==> config.mk <==
export PLATFORM = sky130hd
export DESIGN_NAME = ttag_event_reader
export DESIGN_NICKNAME = d
export VERILOG_FILES = /design/src/rtl/ttag_pkg.sv /design/src/rtl/ttag_fifo.sv /design/src/rtl/ttag_event_reader.sv
export SDC_FILE = /design/constraint.sdc
export NUM_CORES = 1
export LEC_CHECK = 0
export ABC_AREA = 1
export CORE_MARGIN = 4
export CORE_UTILIZATION = 45
export CTS_CLUSTER_DIAMETER = 30
export DETAILED_ROUTE_END_ITERATION = 8
export GPL_TIMING_DRIVEN = 0
export HOLD_SLACK_MARGIN = 0.05
export PLACE_DENSITY = 0.73
export SETUP_SLACK_MARGIN = 0.15
export SLEW_MARGIN = 40
export SYNTH_ARGS = -nofsm -noshare
export SYNTH_HDL_FRONTEND = slang
export SYNTH_SLANG_ARGS = --single-unit
export TNS_END_PERCENT = 50
==> constraint.sdc <==
create_clock -name S_AXI_ACLK -period 14.97 [get_ports S_AXI_ACLK]
set_input_delay 2.2455 -clock S_AXI_ACLK [delete_from_list [all_inputs] [get_ports S_AXI_ACLK]]
set_output_delay 2.2455 -clock S_AXI_ACLK [all_outputs]
set_load 0.01 [all_outputs]
==> src/rtl/ttag_pkg.sv <==
// Shared types and constants for the trigger timestamp reader.
// Optional build macro TTAG_INPUT_INVERT_EN is consumed by ttag_event_reader.
package ttag_pkg;

    localparam int CNT_W_DEF = 27;
    localparam int SEC_W_DEF = 32;
    localparam int DEPTH_DEF = 16;
    localparam int OVF_W_DEF = 16;
    localparam int TAG_W     = SEC_W_DEF + CNT_W_DEF;

    // Bit positions of the two monitored inputs inside the edge-detect vector.
    localparam int EV_PPS  = 0;
    localparam int EV_TRIG = 1;
    localparam int NUM_EV  = 2;

    typedef struct packed {
        logic [SEC_W_DEF-1:0] sec;
        logic [CNT_W_DEF-1:0] cnt;
    } ttag_t;

    // Encoding matches {push_en, pop_en} so the FIFO can cast it directly.
    typedef enum logic [1:0] {
        FIFO_IDLE = 2'b00,
        FIFO_POP  = 2'b01,
        FIFO_PUSH = 2'b10,
        FIFO_BOTH = 2'b11
    } fifo_op_e;

    function automatic int level_w(input int depth);
        return $clog2(depth) + 1;
    endfunction

endpackage

==> src/rtl/ttag_fifo.sv <==
// Synchronous first-word-fall-through FIFO; the head entry is held in a
// register so dout is valid in the same cycle empty deasserts.
module ttag_fifo
    import ttag_pkg::*;
#(
    parameter  int DEPTH   = 16,
    parameter  int TAG_W   = 59,
    localparam int LEVEL_W = level_w(DEPTH)
) (
    input  logic               clk,
    input  logic               rst_n,
    input  logic               push,
    input  logic               pop,
    input  logic               clear,
    input  logic [TAG_W-1:0]   din,
    output logic [TAG_W-1:0]   dout,
    output logic               empty,
    output logic               full,
    output logic [LEVEL_W-1:0] level
);

    localparam int AW = $clog2(DEPTH);
    localparam logic [AW:0]        PTR_ONE = 1;
    localparam logic [AW-1:0]      ADR_ONE = 1;
    localparam logic [LEVEL_W-1:0] LVL_ONE = 1;
    localparam logic [LEVEL_W-1:0] LVL_MAX = DEPTH;

    logic [TAG_W-1:0]   mem [DEPTH];
    logic [AW:0]        wr_ptr_q, wr_ptr_d;
    logic [AW:0]        rd_ptr_q, rd_ptr_d;
    logic [LEVEL_W-1:0] level_q, level_d;
    logic [TAG_W-1:0]   dout_q, dout_d;
    logic               push_en, pop_en;
    logic [AW-1:0]      rd_next_addr;
    fifo_op_e           op;

    assign empty   = (level_q == '0);
    assign full    = (level_q == LVL_MAX);
    assign pop_en  = pop & ~empty & ~clear;
    // A push into a full FIFO is still accepted when a pop frees the slot.
    assign push_en = push & (~full | pop_en) & ~clear;
    assign op      = fifo_op_e'({push_en, pop_en});

    assign rd_next_addr = rd_ptr_q[AW-1:0] + ADR_ONE;

    always_ff @(posedge clk) begin
        if (push_en) begin
            mem[wr_ptr_q[AW-1:0]] <= din;
        end
    end

    always_comb begin
        wr_ptr_d = wr_ptr_q;
        rd_ptr_d = rd_ptr_q;
        level_d  = level_q;
        dout_d   = dout_q;
        if (clear) begin
            wr_ptr_d = '0;
            rd_ptr_d = '0;
            level_d  = '0;
        end else begin
            case (op)
                FIFO_PUSH: begin
                    wr_ptr_d = wr_ptr_q + PTR_ONE;
                    level_d  = level_q + LVL_ONE;
                    if (empty) begin
                        dout_d = din;
                    end
                end
                FIFO_POP: begin
                    rd_ptr_d = rd_ptr_q + PTR_ONE;
                    level_d  = level_q - LVL_ONE;
                    if (level_q != LVL_ONE) begin
                        dout_d = mem[rd_next_addr];
                    end
                end
                FIFO_BOTH: begin
                    wr_ptr_d = wr_ptr_q + PTR_ONE;
                    rd_ptr_d = rd_ptr_q + PTR_ONE;
                    // With a single entry the incoming word becomes the new head.
                    dout_d   = (level_q == LVL_ONE) ? din : mem[rd_next_addr];
                end
                default: begin
                end
            endcase
        end
    end

    always_ff @(posedge clk or negedge rst_n) begin
        if (!rst_n) begin
            wr_ptr_q <= '0;
            rd_ptr_q <= '0;
            level_q  <= '0;
            dout_q   <= '0;
        end else begin
            wr_ptr_q <= wr_ptr_d;
            rd_ptr_q <= rd_ptr_d;
            level_q  <= level_d;
            dout_q   <= dout_d;
        end
    end

    assign dout  = dout_q;
    assign level = level_q;

endmodule

==> src/rtl/ttag_event_reader.sv <==
// Timestamps trigger edges against a PPS-cleared clock count and queues tags.
// Define TTAG_INPUT_INVERT_EN for active-low pps_in/trig_in sources.
module ttag_event_reader
    import ttag_pkg::*;
#(
    parameter  int CNT_W   = 27,
    parameter  int SEC_W   = 32,
    parameter  int DEPTH   = 16,
    parameter  int OVF_W   = 16,
    localparam int TW      = SEC_W + CNT_W,
    localparam int LEVEL_W = level_w(DEPTH)
) (
    input  logic               S_AXI_ACLK,
    input  logic               S_AXI_ARESETN,
    input  logic               pps_in,
    input  logic               trig_in,
    input  logic               clear,
    output logic [TW-1:0]      tag_data,
    output logic               tag_valid,
    input  logic               tag_ready,
    output logic [LEVEL_W-1:0] fifo_level,
    output logic [OVF_W-1:0]   overflow_cnt
);

    localparam logic [CNT_W-1:0] CNT_ONE = 1;
    localparam logic [SEC_W-1:0] SEC_ONE = 1;
    localparam logic [OVF_W-1:0] OVF_ONE = 1;

    logic [NUM_EV-1:0] in_raw, in_s, in_rise;
    logic [NUM_EV-1:0] hist_q;
    logic [CNT_W-1:0]  clk_cnt_q, clk_cnt_d;
    logic [SEC_W-1:0]  sec_cnt_q, sec_cnt_d;
    logic [OVF_W-1:0]  ovf_q, ovf_d;
    logic [TW-1:0]     tag_d;
    logic              pps_edge, trig_edge;
    logic              fifo_empty, fifo_full, pop, drop;

    assign in_raw[EV_PPS]  = pps_in;
    assign in_raw[EV_TRIG] = trig_in;

    // History registers live in the (possibly inverted) domain, so an input
    // that is already active at reset release never produces an edge.
    generate
        for (genvar gi = 0; gi < NUM_EV; gi++) begin : g_edge
`ifdef TTAG_INPUT_INVERT_EN
            assign in_s[gi] = ~in_raw[gi];
`else
            assign in_s[gi] = in_raw[gi];
`endif
            assign in_rise[gi] = in_s[gi] & ~hist_q[gi];
        end
    endgenerate

    assign pps_edge  = in_rise[EV_PPS];
    assign trig_edge = in_rise[EV_TRIG];

    assign clk_cnt_d = pps_edge ? '0 : clk_cnt_q + CNT_ONE;
    assign sec_cnt_d = pps_edge ? sec_cnt_q + SEC_ONE : sec_cnt_q;
    // A trigger coinciding with PPS belongs to the new second.
    assign tag_d     = pps_edge ? {sec_cnt_q + SEC_ONE, {CNT_W{1'b0}}}
                                : {sec_cnt_q, clk_cnt_q};

    assign pop  = ~fifo_empty & tag_ready;
    assign drop = trig_edge & fifo_full & ~pop & ~clear;

    always_comb begin
        ovf_d = ovf_q;
        if (clear) begin
            ovf_d = '0;
        end else if (drop && (ovf_q != '1)) begin
            ovf_d = ovf_q + OVF_ONE;
        end
    end

    always_ff @(posedge S_AXI_ACLK or negedge S_AXI_ARESETN) begin
        if (!S_AXI_ARESETN) begin
            hist_q    <= '1;
            clk_cnt_q <= '0;
            sec_cnt_q <= '0;
            ovf_q     <= '0;
        end else begin
            hist_q    <= in_s;
            clk_cnt_q <= clk_cnt_d;
            sec_cnt_q <= sec_cnt_d;
            ovf_q     <= ovf_d;
        end
    end

    ttag_fifo #(
        .DEPTH (DEPTH),
        .TAG_W (TW)
    ) u_fifo (
        .clk   (S_AXI_ACLK),
        .rst_n (S_AXI_ARESETN),
        .push  (trig_edge),
        .pop   (pop),
        .clear (clear),
        .din   (tag_d),
        .dout  (tag_data),
        .empty (fifo_empty),
        .full  (fifo_full),
        .level (fifo_level)
    );

    assign tag_valid    = ~fifo_empty;
    assign overflow_cnt = ovf_q;

endmodule

* After elaboration in Yosys (flattened, before gate mapping)
Memory sizes are Yosys's and may differ from the RTL's. Cells that the tools add are included.
Storage, ports and cells: register bits after elaboration 151, bits in writable memories 944, input bits 6, output and inout port bits 81, word-level logic and storage cells 69, memories kept 1
Memory list:
- u_fifo.mem | words 16, width 59, read ports 1, clocked after memory_dff 0, write ports 1, line ttag_fifo.sv:28 | logic [TAG_W-1:0] mem [DEPTH];
Operators by class: add/sub/neg operators 8, eq/ne operators 9, multiplexer cells 16, bitwise gates (word level) 17, reduce and logical (&&, ||, !) cells 10
Operator list (number):
- two-way mux 59 bit | 4
- case mux 59 bit (3 select lines) | 1
- adder 32 x 1 -> 32 bit, second input constant | 1
- two-way mux 16 bit | 2
- adder 27 x 1 -> 27 bit, second input constant | 1
- two-way mux 27 bit | 1
- two-way mux 5 bit | 5
- adder 16 x 1 -> 16 bit, second input constant | 1
- != test 16 bit, second input constant | 1
- adder 5 x 1 -> 5 bit, second input constant | 3
- AND 1 bit | 10
- case mux 5 bit (2 select lines) | 1
- inverter 1 bit | 6
- nonzero test 2 bit | 3
- nonzero test 3 bit | 2
- equality test 5 x 1 -> 1 bit, second input constant | 1
- equality test 5 bit, second input constant | 1
- zero test 5 bit | 1
- != test 5 x 1 -> 1 bit, second input constant | 1
- subtractor 5 x 1 -> 5 bit, second input constant | 1
- adder 4 x 1 -> 4 bit, second input constant | 1
- equality test 2 bit, second input constant | 2
- != test 2 x 1 -> 1 bit, second input constant | 2
- AND reduction 4 bit | 1
- other kinds (5) | 7

* Depth between registers and ports, before layout
depth after elaboration 12, depth in mapped cells 14, gate-level depth less buffers 14

* Hierarchy
Synthesis repeated with hierarchy kept, for this count alone.
Unflattened totals: cells, all modules 4342, area total of the unflattened synthesis 45872.7 sq um
By module, submodules not included:
- ttag_fifo | instances 1, cells an instance 3669, area each 41305.9 sq um, seq. area each 30148.9 sq um
- ttag_event_reader | instances 1, cells an instance 673, area each 4566.9 sq um, seq. area each 1929.4 sq um

* Least setup slack after synthesis
OpenSTA, ideal clock, no wires.
path kind input-to-reg, from input port clear, to memory u_fifo.mem[0][0] (enable), library setup time 549 ps, data arrival time 7162 ps, data required time 14421 ps, setup slack 7259 ps, stages on the path 7, path buffers 2, cells stage by stage clkbuf_1 -> o211ai_1 -> nand3_1 -> clkbuf_1 -> inv_1 -> nand2_1 -> nor3_1
On the way: cells in the longest elaborated chain, start to end 7
RTL lines:
- from (decl) | line ttag_event_reader.sv:17 | input logic clear,
- inverter 1 bit (no source line) (*)
- AND 1 bit | line ttag_fifo.sv:39 | assign pop_en = pop & ~empty & ~clear;
- bitwise OR 1 bit | line ttag_fifo.sv:41 | assign push_en = push & (~full | pop_en) & ~clear;
- AND 1 bit | line ttag_fifo.sv:41
- AND 1 bit (*) | line ttag_fifo.sv:41
- two-way mux 1 bit (*) | line ttag_fifo.sv:47 | if (push_en) begin
- two-way mux 1 bit (implied by the code) (*) | line ttag_fifo.sv:48 | mem[wr_ptr_q[AW-1:0]] <= din;
- to (decl) | line ttag_fifo.sv:28
Every way passes the cells marked *; elsewhere a longest branch is shown, timed or not.

* Worst setup path in the final report
from input port trig_in, to memory u_fifo.mem[0][14] (enable)
On the way: cells in the longest elaborated chain, start to end 5
RTL lines:
- from (decl) | line ttag_event_reader.sv:16 | input logic trig_in,
- AND 1 bit | line ttag_event_reader.sv:50 | assign in_rise[gi] = in_s[gi] & ~hist_q[gi];
- AND 1 bit (2 in a row) | line ttag_fifo.sv:41
- two-way mux 1 bit | line ttag_fifo.sv:47
- two-way mux 1 bit (implied by the code) | line ttag_fifo.sv:48
No other way between the ends.

==> results list <==
- The flow ran to the end, and the final reports show no timing, DRC or antenna violations.
* Final Setup Violations: 0
* Class of the tightest hold or removal check: reg2reg
* Number of remaining DRC errors: 0
- Power per standard cell area: 172.1 nW/um2
* Rel. slew slack: 39.38%
* Synthesized instance count: 4,121
- Die Ht: ~330 um
- ANT nets after route: 0
* Pre-antenna DRT Iters: 6
* YS warnings: 0
* Final #Nets: 4,539
- Maximum clock insertion buffer count: 3
* Number of slew-limit violations in the final report: 0
* Final HPWL from detailed placement: slightly above 90 mm
* Violation count after the first detailed-routing iteration: 5,122
- CTS Buf Count: 159
- After floorplanning, the core was sized to cover 100,100 um2.
- Critical Path AT: 5.70 ns
- Max Cap Violations: 0
- TritonCTS built the clock tree.
- Maximum fanout encountered on the critical timing path: 10
- The die covers 106,100 um2.
- After detailed routing, the average wire length per cell comes to approximately 23 um.
- Kind of critical path: in2reg
- The number of global-route vias before repair is 32,970.
- After layout, the minimum clock period comes to between 5 and 6 ns.
* Max H-tree Level: 4
- Maximum number of pins on one net before global-route repair: 65
- Setup TNS: 0 ns
* Number of cells upsized or downsized after cts: 0
- The routed layout has 34,190 vias.
* Number of placement rows: 116
* Final number of hold-violating endpoints: 0
- Max Fclk: around 190 MHz
* Clock insertion delay at the later pin of the skew report: about 0.74 ns
- The number of setup buffers added after CTS is 0.
- Cells with a size suffix above 1 make up 12.76% of the layout.
- Global routing used between 20% and 30% of the available tracks across all layers.
- Distinct cell type count after synthesis: 37
- After detailed placement, the design holds a cell count of 5,657.
- Once layout is complete, the utilization of the core stands at 55.08%.
* Boundary pin count: 87
- Count of input and output buffers: 85
- Static power due to leakage: 0.02136 uW
- Async set-or-reset flop fraction in the synthesized netlist: 13.63%
* Starting utilization of the core area: 45.37%
- After clock tree synthesis, the flow added hold-fix buffers numbering 0.
* Wire length after detailed routing: ~140 mm
- After clock tree synthesis, the clock-pin slew on the worst setup and hold paths is 0.06 ns.
* Fin cells: 5,953
- #FFs+latches synth: 1,093
- Wire length of the first global-routing pass: 201.5 mm
* Category of the worst setup path capture point: flip-flop
- Remaining global-route overflow: 0
- Routability congestion estimate from global placement: 0.8850
- Synthesized area per cell: about 11 um2
* Share of the clock period used by the worst path after layout: 35.16%
- The initial antenna violation count was 1.
* Root Buffer: clkbuf_16
* Cell area after synthesis: 45,430 um2
- Setup repair after global routing left no endpoint under its margin.
- STA puts the critical path data required time at around 15 ns.
- Number of enable flip-flop cells after synthesis: 944
- Synthesized netlist net count: just over 4,000
* Worst-case clock skew: 0.03000 ns
* Chip Width: 325.7 um
* Routed vias/inst: 5.742
* Transition time at the pin with the least slew margin: 0.9072 ns
- The most used flip-flop cell after synthesis is edfxtp_1.
- Portion of the post-synthesis area used by sequential elements: between 70% and 80%
- Clock tree synthesis found a total of between 1,000 and 1,500 sinks.
- IR analysis of the VDD net gives a maximum drop of 0.1054 mV.
- Area added between synthesis and finish: 21.40%
* Kind of start point of the critical path: input port
placed cells by master, fill, tap and decap left out, drive strengths merged, types with 13 or more instances in the layout:
| cell | count |
|---|---|
| nor2 | 194 |
| nand4 | 23 |
| dfrtp | 147 |
| nand3 | 810 |
| nand2 | 1346 |
| buf | 268 |
| edfxtp | 944 |
| nor3 | 38 |
| inv | 154 |
| a21oi | 33 |
| o21ai | 126 |
| xnor2 | 21 |
| clkbuf | 305 |
| clkdlybuf4s50 | 84 |
| bufinv | 18 |
| clkinv | 53 |
| xor2 | 30 |
| o211ai | 13 |
through the flow:
step	power [uW]	cell area [um2]	setup slack [ns]	hold WS [ns]
global route	9808	55160	9.510	0.5026
floorplan	4775	45430	7.259	0.4536
detailed placement	5677	49510	9.021	0.4704
finish	9495	55160	9.707	0.4792
global placement	5611	47910	2.234	0.4648
CTS	9443	54980	9.780	0.4830
worst paths after layout:
kind / from / to / slack, ns / cells past startpoint
max: trig_in / u_fifo.mem[0][14] / 9.71 / 13
min: u_fifo.dout[29] / u_fifo.dout[29] / 0.48 / 2
max reg2reg: u_fifo.level[0] / u_fifo.mem[0][14] / 11.06 / 15
min reg2reg: u_fifo.dout[29] / u_fifo.dout[29] / 0.48 / 2
max in group asynchronous: S_AXI_ARESETN / hist_q[0] / 12.53 / 3
min in group asynchronous: S_AXI_ARESETN / u_fifo.dout[9] / 1.38 / 1
area by class of cell:
cell class / count / area [um2]
sequential: 1093 / 32080
timing repair buffer: 239 / 2151
multi-input combinational: 2667 / 12320
inverter: 133 / 499.2
tap: 1298 / 1624
clock inverter: 104 / 1165
fill: 7895 / 44990
buffer: 228 / 1003
antenna: 1 / 2.502
clock buffer: 190 / 4314
critical path, cell delays in order:
cell and delay (ns):
clkdlybuf4s50_1 0.49, inv_1 0.04, nor2_1 0.38, nand3_1 0.17
clkbuf_1 0.34, inv_1 0.18, nand2_1 0.25, nor3_2 0.35
buf_2 0.32, buf_4 0.23, buf_4 0.20, buf_2 0.23
buf_2 0.25
logic make-up after synthesis:
| group | after synthesis | share of synthesized area, % |
|---|---|---|
| flops | 1093 | 70.60 |
| xor+xnor | 51 | 0.9997 |
| compound gates | 185 | 2.165 |
| buf+inv | 361 | 3.291 |
| fa+ha+maj | 12 | 0.3305 |
| simple gates | 2419 | 22.61 |
routing by layer:
| layer | routed length, um | GRT usage (%) |
|---|---|---|
| met5 | 0 | 0 |
| met4 | 6140 | 11.73 |
| met3 | 17570 | 6.670 |
| met2 | 62850 | 39.58 |
| met1 | 49780 | 32.71 |
registers in the layout, indices dropped and copies added (netlist names):
register / count
u_fifo.level: 5
overflow_cnt: 16
hist_q: 2
u_fifo.dout: 59
u_fifo.mem: 944
u_fifo.wr_ptr_q: 4
u_fifo.rd_ptr_q: 4
clk_cnt_q: 27
sec_cnt_q: 32
Yosys cell counts, types with 4 or more instances:
cell	n	area share [%]
xnor2_1	20	0.39
edfxtp_1	944	62
ha_1	12	0.33
o211ai_1	13	0.21
o22ai_1	6	0.083
nand3b_1	4	0.066
dfrtp_1	147	8.1
xor2_1	30	0.58
o21ai_0	126	1.4
clkbuf_1	113	0.93
buf_1	23	0.19
o31ai_1	5	0.083
a21oi_1	33	0.36
nor3_1	37	0.41
nand2_1	1344	11
buf_2	84	0.93
nand3_1	808	8.9
nor2_1	189	1.6
inv_1	131	1.1
nand4_1	22	0.30
buf_4	5	0.083
report_power, final:
group / internal (uW) / switching [uW] / leakage, uW
registers: 3420 / 83.6 / 0.0111
clock network: 2390 / 1400 / 0.00266
logic: 643 / 1560 / 0.00765
total: 6450 / 3040 / 0.0214
No activity file was read; power rests on OpenSTA's default activity.
